$ cat src/rtl/piso_serializer_pkg.sv
// ==== piso_serializer_pkg : shared FSM encodings and width helper (rev 1.0) ====
`default_nettype none

package piso_serializer_pkg;

  localparam logic [0:0] ST_IDLE  = 1'b0;
  localparam logic [0:0] ST_SHIFT = 1'b1;

  // Ceiling log2, usable in constant expressions.
  function automatic int clog2(input int value);
    int result;
    result = 0;
    for (int i = 0; i < 31; i++) begin
      if ((1 << i) < value) result = i + 1;
    end
    return result;
  endfunction

endpackage

`default_nettype wire

$ cat src/rtl/piso_shift_reg.sv
// ==== piso_shift_reg : loadable zero-fill shift register feeding the serial output (rev 1.0) ====
`default_nettype none

module piso_shift_reg #(
  parameter int WIDTH     = 8,
  parameter bit MSB_FIRST = 1'b1
) (
  input  logic             clk,
  input  logic             rst,
  input  logic             load,
  input  logic             shift_en,
  input  logic [WIDTH-1:0] load_data,
  output logic             bit_out
);

  logic [WIDTH-1:0] shreg;
  logic [WIDTH-1:0] shifted;

  generate
    if (MSB_FIRST) begin : g_msb_first
      assign shifted = {shreg[WIDTH-2:0], 1'b0};
      assign bit_out = shreg[WIDTH-1];
    end else begin : g_lsb_first
      assign shifted = {1'b0, shreg[WIDTH-1:1]};
      assign bit_out = shreg[0];
    end
  endgenerate

  // Load wins over shift so a back-to-back word replaces the drained one.
  always_ff @(posedge clk or posedge rst) begin
    if (rst) begin
      shreg <= '0;
    end else if (load) begin
      shreg <= load_data;
    end else if (shift_en) begin
      shreg <= shifted;
    end
  end

endmodule

`default_nettype wire

$ cat src/rtl/piso_serializer.sv
// ==== piso_serializer : valid/ready parallel-in, serial-out transmitter (rev 1.0) ====
`default_nettype none

module piso_serializer
  import piso_serializer_pkg::*;
#(
  parameter int WIDTH     = 8,
  parameter bit MSB_FIRST = 1'b1
) (
  input  logic             clk,
  input  logic             rst,
  input  logic             load_valid,
  output logic             load_ready,
  input  logic [WIDTH-1:0] load_data,
  output logic             ser_valid,
  input  logic             ser_ready,
  output logic             ser_out,
  output logic             ser_last,
  output logic             busy
);

  localparam int CNT_W = clog2(WIDTH);

  generate
    if (WIDTH < 2) begin : g_width_check
      $error("piso_serializer: WIDTH must be >= 2");
    end
  endgenerate

  logic [0:0]       state;
  logic [0:0]       state_next;
  logic [CNT_W-1:0] cnt;
  logic             last_q;
  logic             load_fire;
  logic             shift_fire;

  always_ff @(posedge clk or posedge rst) begin
    if (rst) state <= ST_IDLE;
    else     state <= state_next;
  end

  always_comb begin
    state_next = state;
    case (state)
      ST_IDLE:  if (load_valid) state_next = ST_SHIFT;
      ST_SHIFT: if (ser_ready && last_q) state_next = load_valid ? ST_SHIFT : ST_IDLE;
      default:  state_next = ST_IDLE;
    endcase
  end

  // load_ready deliberately depends combinationally on ser_ready for gapless words.
  always_comb begin
    load_ready = (state == ST_IDLE) || ((state == ST_SHIFT) && last_q && ser_ready);
    load_fire  = load_valid && load_ready;
    shift_fire = (state == ST_SHIFT) && ser_ready;
  end

  always_ff @(posedge clk or posedge rst) begin
    if (rst) begin
      cnt    <= '0;
      last_q <= 1'b0;
    end else if (load_fire) begin
      cnt    <= CNT_W'(WIDTH - 1);
      last_q <= 1'b0;
    end else if (shift_fire) begin
      if (!last_q) cnt <= cnt - 1'b1;
      last_q <= (cnt == CNT_W'(1));
    end
  end

  piso_shift_reg #(
    .WIDTH     (WIDTH),
    .MSB_FIRST (MSB_FIRST)
  ) u_shift_reg (
    .clk       (clk),
    .rst       (rst),
    .load      (load_fire),
    .shift_en  (shift_fire),
    .load_data (load_data),
    .bit_out   (ser_out)
  );

  assign ser_valid = (state == ST_SHIFT);
  assign busy      = (state == ST_SHIFT);
  assign ser_last  = last_q;

endmodule

`default_nettype wire

$ cat config.mk
export PLATFORM = sky130hd
export DESIGN_NAME = piso_serializer
export DESIGN_NICKNAME = d
export VERILOG_FILES = /design/src/rtl/piso_serializer_pkg.sv /design/src/rtl/piso_shift_reg.sv /design/src/rtl/piso_serializer.sv
export SDC_FILE = /design/constraint.sdc
export NUM_CORES = 1
export LEC_CHECK = 0
export CELL_PAD_IN_SITES_DETAIL_PLACEMENT = 1
export CELL_PAD_IN_SITES_GLOBAL_PLACEMENT = 1
export CORE_MARGIN = 3
export CORE_UTILIZATION = 30
export DETAILED_ROUTE_END_ITERATION = 6
export PLACE_DENSITY_LB_ADDON = 0.08
export SLEW_MARGIN = 20
export SYNTH_ARGS = -nofsm -noshare
export SYNTH_HDL_FRONTEND = slang
export SYNTH_SLANG_ARGS = --single-unit
$ cat constraint.sdc
create_clock -name clk -period 1.6 [get_ports clk]
set_input_delay 0.32 -clock clk [delete_from_list [all_inputs] [get_ports clk]]
set_output_delay 0.32 -clock clk [all_outputs]
set_load 0.01 [all_outputs]
; Word-level counts from Yosys, hierarchy flattened
; Index checks and enable logic that the tools add are counted.
[word_totals]
regBits = 13
input_bits = 12
out_inout_bits = 5
wordCells = 26
[op_classes]
addsub = 1
n_eq_ne = 2
muxes = 10
n_bitwise = 1
reduce_logical = 8
[ops]
columns = cell, count
row1 = 2-to-1 mux 8 bit, 2
row2 = 2-to-1 mux 3 bit, 3
row3 = logical AND 1 bit, 5
row4 = 2-to-1 mux 1 bit, 4
row5 = "equality test 3 x 1 -> 1 bit, second input constant", 1
row6 = "subtractor 3 x 1 -> 3 bit, second input constant", 1
row7 = "!= test 2 x 1 -> 1 bit, second input constant", 1
row8 = one-hot mux 1 bit (2 select lines), 1
row9 = AND reduction 2 bit, 1
row10 = nonzero test 2 bit, 1
row11 = logical OR 1 bit, 1
row12 = inverter 1 bit, 1

; Logic depth before layout (Yosys ltp)
[logic_depth]
depth_word = 6
ltp_mapped = 5
ltp_nobuf = 5

; Cells and area by module
; Synthesis repeated with hierarchy kept, for this count alone.
[unflattened]
cells_unflattened = 70
area_unflattened_um2 = 695.7
[modules_own_cells]
columns = mod, n_inst, cells_each, area_per_inst_um2, seq_area_each_um2
row1 = piso_shift_reg, 1, 35, 372.9, 200.2
row2 = piso_serializer, 1, 35, 322.8, 125.1

; Worst setup path before layout
; No wires, ideal clock.
[synth_path]
kind = reg-to-reg
startpoint = register state (netlist: busy)
endpoint = register u_shift_reg.shreg[0]
setup_ns = 0.122
arrival_ns = 1.045
required_ns = 1.478
slack_ns = 0.434
stages_incl_launch_ff = 4
n_path_buf = 1
synth_period_minus_slack_ns = 1.166
path_cell_list = dfrtp_1 buf_6 nand2_1 a32o_1
[synth_between]
elab_chain_cells = 5
[synth_rtl]
columns = element, line
row1 = start: declaration, piso_serializer.sv:30  ; logic [0:0] state;
row2 = start signal: assignment, piso_serializer.sv:39  ; else state <= state_next;
row3 = logical AND 1 bit (2 in a row), piso_serializer.sv:53  ; load_ready = (state == ST_IDLE) || ((state == ST_SHIFT) && last_q && ser_ready);
row4 = logical OR 1 bit *, piso_serializer.sv:53
row5 = named net load_ready, piso_serializer.sv:13  ; output logic load_ready,
row6 = logical AND 1 bit *, piso_serializer.sv:54  ; load_fire = load_valid && load_ready;
row7 = 2-to-1 mux 8 bit / nonzero test 2 bit (equally long branches), --
row8 = end signal: assignment, piso_shift_reg.sv:34  ; shreg <= load_data;
row9 = end signal: assignment, piso_shift_reg.sv:36  ; shreg <= shifted;
row10 = end: declaration, piso_shift_reg.sv:16  ; logic [WIDTH-1:0] shreg;
; The timed path passes the listed nets; every way through them passes the cells marked *.
; A chain may end at the register's enable or synchronous reset.

; Final worst setup path
[layout_path]
startpoint = input port ser_ready
endpoint = output port load_ready
[layout_between]
elab_chain_cells = 2
[layout_rtl]
columns = element, line
row1 = start: declaration, piso_serializer.sv:16  ; input logic ser_ready,
row2 = logical AND 1 bit, piso_serializer.sv:53
row3 = logical OR 1 bit, piso_serializer.sv:53
row4 = end: declaration, piso_serializer.sv:13
; Every way passes these cells.

==> reports/qor.txt <==
Internal power = 0.0008406 W
Layout cell share with drive strength beyond 1 = 0.1800
Slowest library cell on the worst path = clkdlybuf4s50_1
Max_cap viols = 0
Synth area leader = dfrtp_1
CTS Buf Count = 3
NetSw = 0.0004082 W
Post-synthesis compound-gate area fraction = 0.1947
Starting Density = 0.3273
Fin. Hold Viols = 0
# clock sinks = 13
I/O pins = 17
Routed Antenna Nets = 0
Core ar. = 2297 um^2
Post-synthesis mux area share = 0.1281
LEAKAGE = 0.5081 nW
CP most frequent cell = nand2_1
Skew final = 3.011 ps
Crit-path max FO = 2
Highest clock rate = 658.1 MHz
Yosys Warn Count = 0
CTS H-tree depth = 1
Mapped Area = 752.0 um^2
Final Core Density = 0.4466
Area growth, synth to finish = 36.44%
Finish-stage setup viols = 0
Initial antenna violation count = 0
Clock Path Buffers = 2
Status = finished, final reports clean
CTS tree = done
Synth async-reset ratio = 1.000
Design area = 1026 um^2
Setup TNS = 0 ps
Clock power share = 0.163
Number of global-route vias before repair = 673
Critical path startpoint category = primary input
Max-slew violation count = 0
Number of DRC markers in iteration 0 = 4
Clk pin slew, worst setup/hold paths = 80 ps
Routed len/inst = 13.49 um
Synth Area in Adders = 0.03328
Simple logic cell fraction of the synthesized area = 0.1547
WP data arrival = 1200 ps
Total power = 0.001249 W
Comb power frac = 0.431
Placer Congestion = 0.6862
DRC Markers = 0
Post-DP Area = 994.7 um^2
Worst VDD drop = 0.5199 mV
First-pass GRT wire length = 2925 um
Synthesized Nets = 87
Worst r2r src = busy
Row cnt = 17
Synthesized area per cell = 10.30 um^2
Synth cell types = 30
Most common flop cell mapped by yosys = dfrtp_1
Number of hold buffers added after cts = 0
Die height = 56.07 um
Detailed Place HPWL = 1285 um
EDFF count, synth = 0
Type of the worst min-delay path = in2async
Min cycle time layout = 1520 ps
Tcrit/Tclk final = 0.9497
Yosys reg bits = 13
Total global routing track utilization = 0.1162
Remaining Overflow, GRT = 0
XOR/XNOR Fraction of Synth Area = 0
Register area share after synthesis = 0.4326
Clock latency on the worst-skew pair = 270 ps
CP Launch Point = ser_ready
# diodes = 0
Slew HR = 0.6711
Vias = 645
Worst Max-Slew Pin Slew = 492.8 ps
Full die area = 3143 um^2
Power per standard cell area = 1217 nW/um^2
Final WL = 1727 um
Length of the first detailed-routing pass in iterations = 4
Biggest cell delay along the critical path = 480 ps
Switching power share of the total = 0.3269
Largest net degree at the start of global routing = 15
Largest family of logic cells by synthesized area = compound AO/OA/AOI/OAI gates
CP Cell Sequence = clkdlybuf4s50_1, nand2_1, nand2_1, dlygate4sd2_1
Unrepaired setup endpoints after global routing = no
Nets = 115
Sequential share of power = 0.406
Setup crit end kind = output pin
Setup CP Type = in2out
Gate Count Post-Synth = 73
Vias per std cell = 5.039
Worst endpoint required time = 1280 ps
Synth top area share = 0.4326
Synth top area cells = dfrtp_1 43%, mux2i_1 9.3%, nand2b_1 7.5%
Die Span X = 56.07 um
Root Buffer = clkbuf_4
# port buffers = 16
-- cell usage in the layout, fill, tap and decap left out, drive strengths merged --
cell / netlist / layout
a32oi: 1 / 1
a21oi: 8 / 8
o21ai: 2 / 2
and3: 1 / 1
mux2: 2 / 2
inv: 4 / 4
o21a: 1 / 1
dfrtp: 13 / 13
nor2b: 1 / 1
dlygate4sd2: 0 / 2
a2bb2oi: 1 / 1
and2b: 1 / 1
buf: 3 / 11
nand2b: 10 / 10
o22ai: 7 / 7
a32o: 1 / 1
clkdlybuf4s50: 0 / 14
clkbuf: 1 / 4
a21boi: 1 / 1
nand4: 1 / 1
ha: 2 / 2
nand2: 3 / 3
a41o: 1 / 1
or2: 1 / 1
mux2i: 7 / 7
-- cell usage after synthesis (2+ instances only) --
library cell / count
dfrtp_1: 13
nand2b_1: 9
mux2i_1: 7
a21oi_1: 8
inv_1: 3
nand2_1: 2
ha_1: 2
o22ai_1: 7
-- cells by family after synthesis --
| family | count (synthesis) |
|---|---|
| muxes | 9 |
| buffers and inverters | 8 |
| DFF | 13 |
| and+or+nand+nor | 18 |
| adders and majority gates | 2 |
| AOI/OAI and AO/OA | 23 |
-- sequential cells by signal, summed over array words and instances, names as in the netlist --
name and count:
ser_last 1, busy 1, cnt 3, u_shift_reg.shreg 8
-- power groups by stage --
stage          combinational [W]  sequential, W  clock [W]
6_report                0.000538       0.000507   0.000203
5_1_grt                 0.000605       0.000521   0.000236
4_1_cts                 0.000546       0.000508   0.000218
3_5_place_dp            0.000544       0.000518          0
3_3_place_gp            0.000539       0.000512          0
2_1_floorplan           0.000343       0.000518          0
-- worst paths after layout --
path                                         to  slack (ps)  cells after the start
setup / recovery                     load_ready          80                      4
hold / removal                         ser_last         360                      2
setup reg to reg           u_shift_reg.shreg[1]         200                      5
hold reg to reg            u_shift_reg.shreg[0]         500                      1
max in group asynchronous  u_shift_reg.shreg[3]         900                      2
min in group clk           u_shift_reg.shreg[0]         500                      1
-- layer usage --
layer  share of wire  global-route usage  wire [um]
met5               0                   0          0
met4          0.0075             0.05085         13
met3           0.050             0.02784         86
met2            0.44              0.1853        766
met1            0.50              0.1479        859
-- through the flow --
stage	worst slack, ps	hold WS, ps	std cells
floorplan	433.6	197.0	73
global placement	-208.8	480.6	123
detailed placement	-191.5	485.0	123
CTS	49.22	373.3	128
global route	21.14	393.6	128
finish	80.40	363.7	128
-- critical path: cells and delay by family --
kind,cells,cell delay [ps]
buffers and inverters,2,750
and+or+nand+nor,2,130
-- final cells by class --
type                            instances  area [um^2]
Tap cell                               28        35.03
Clock buffer                            4        26.28
Multi-Input combinational cell         52        384.1
Fill cell                             260         1271
Timing Repair Buffer                   27        240.2
Inverter                                4        15.01
Sequential cell                        13        325.3
-- what timing repair did --
action / 4_1_cts / 5_1_grt
setup buffers: 1 / 0
resized for setup: 2 / 0
endpoints found under the setup margin: 4 / 0
No activity file was read; power rests on OpenSTA's default activity.
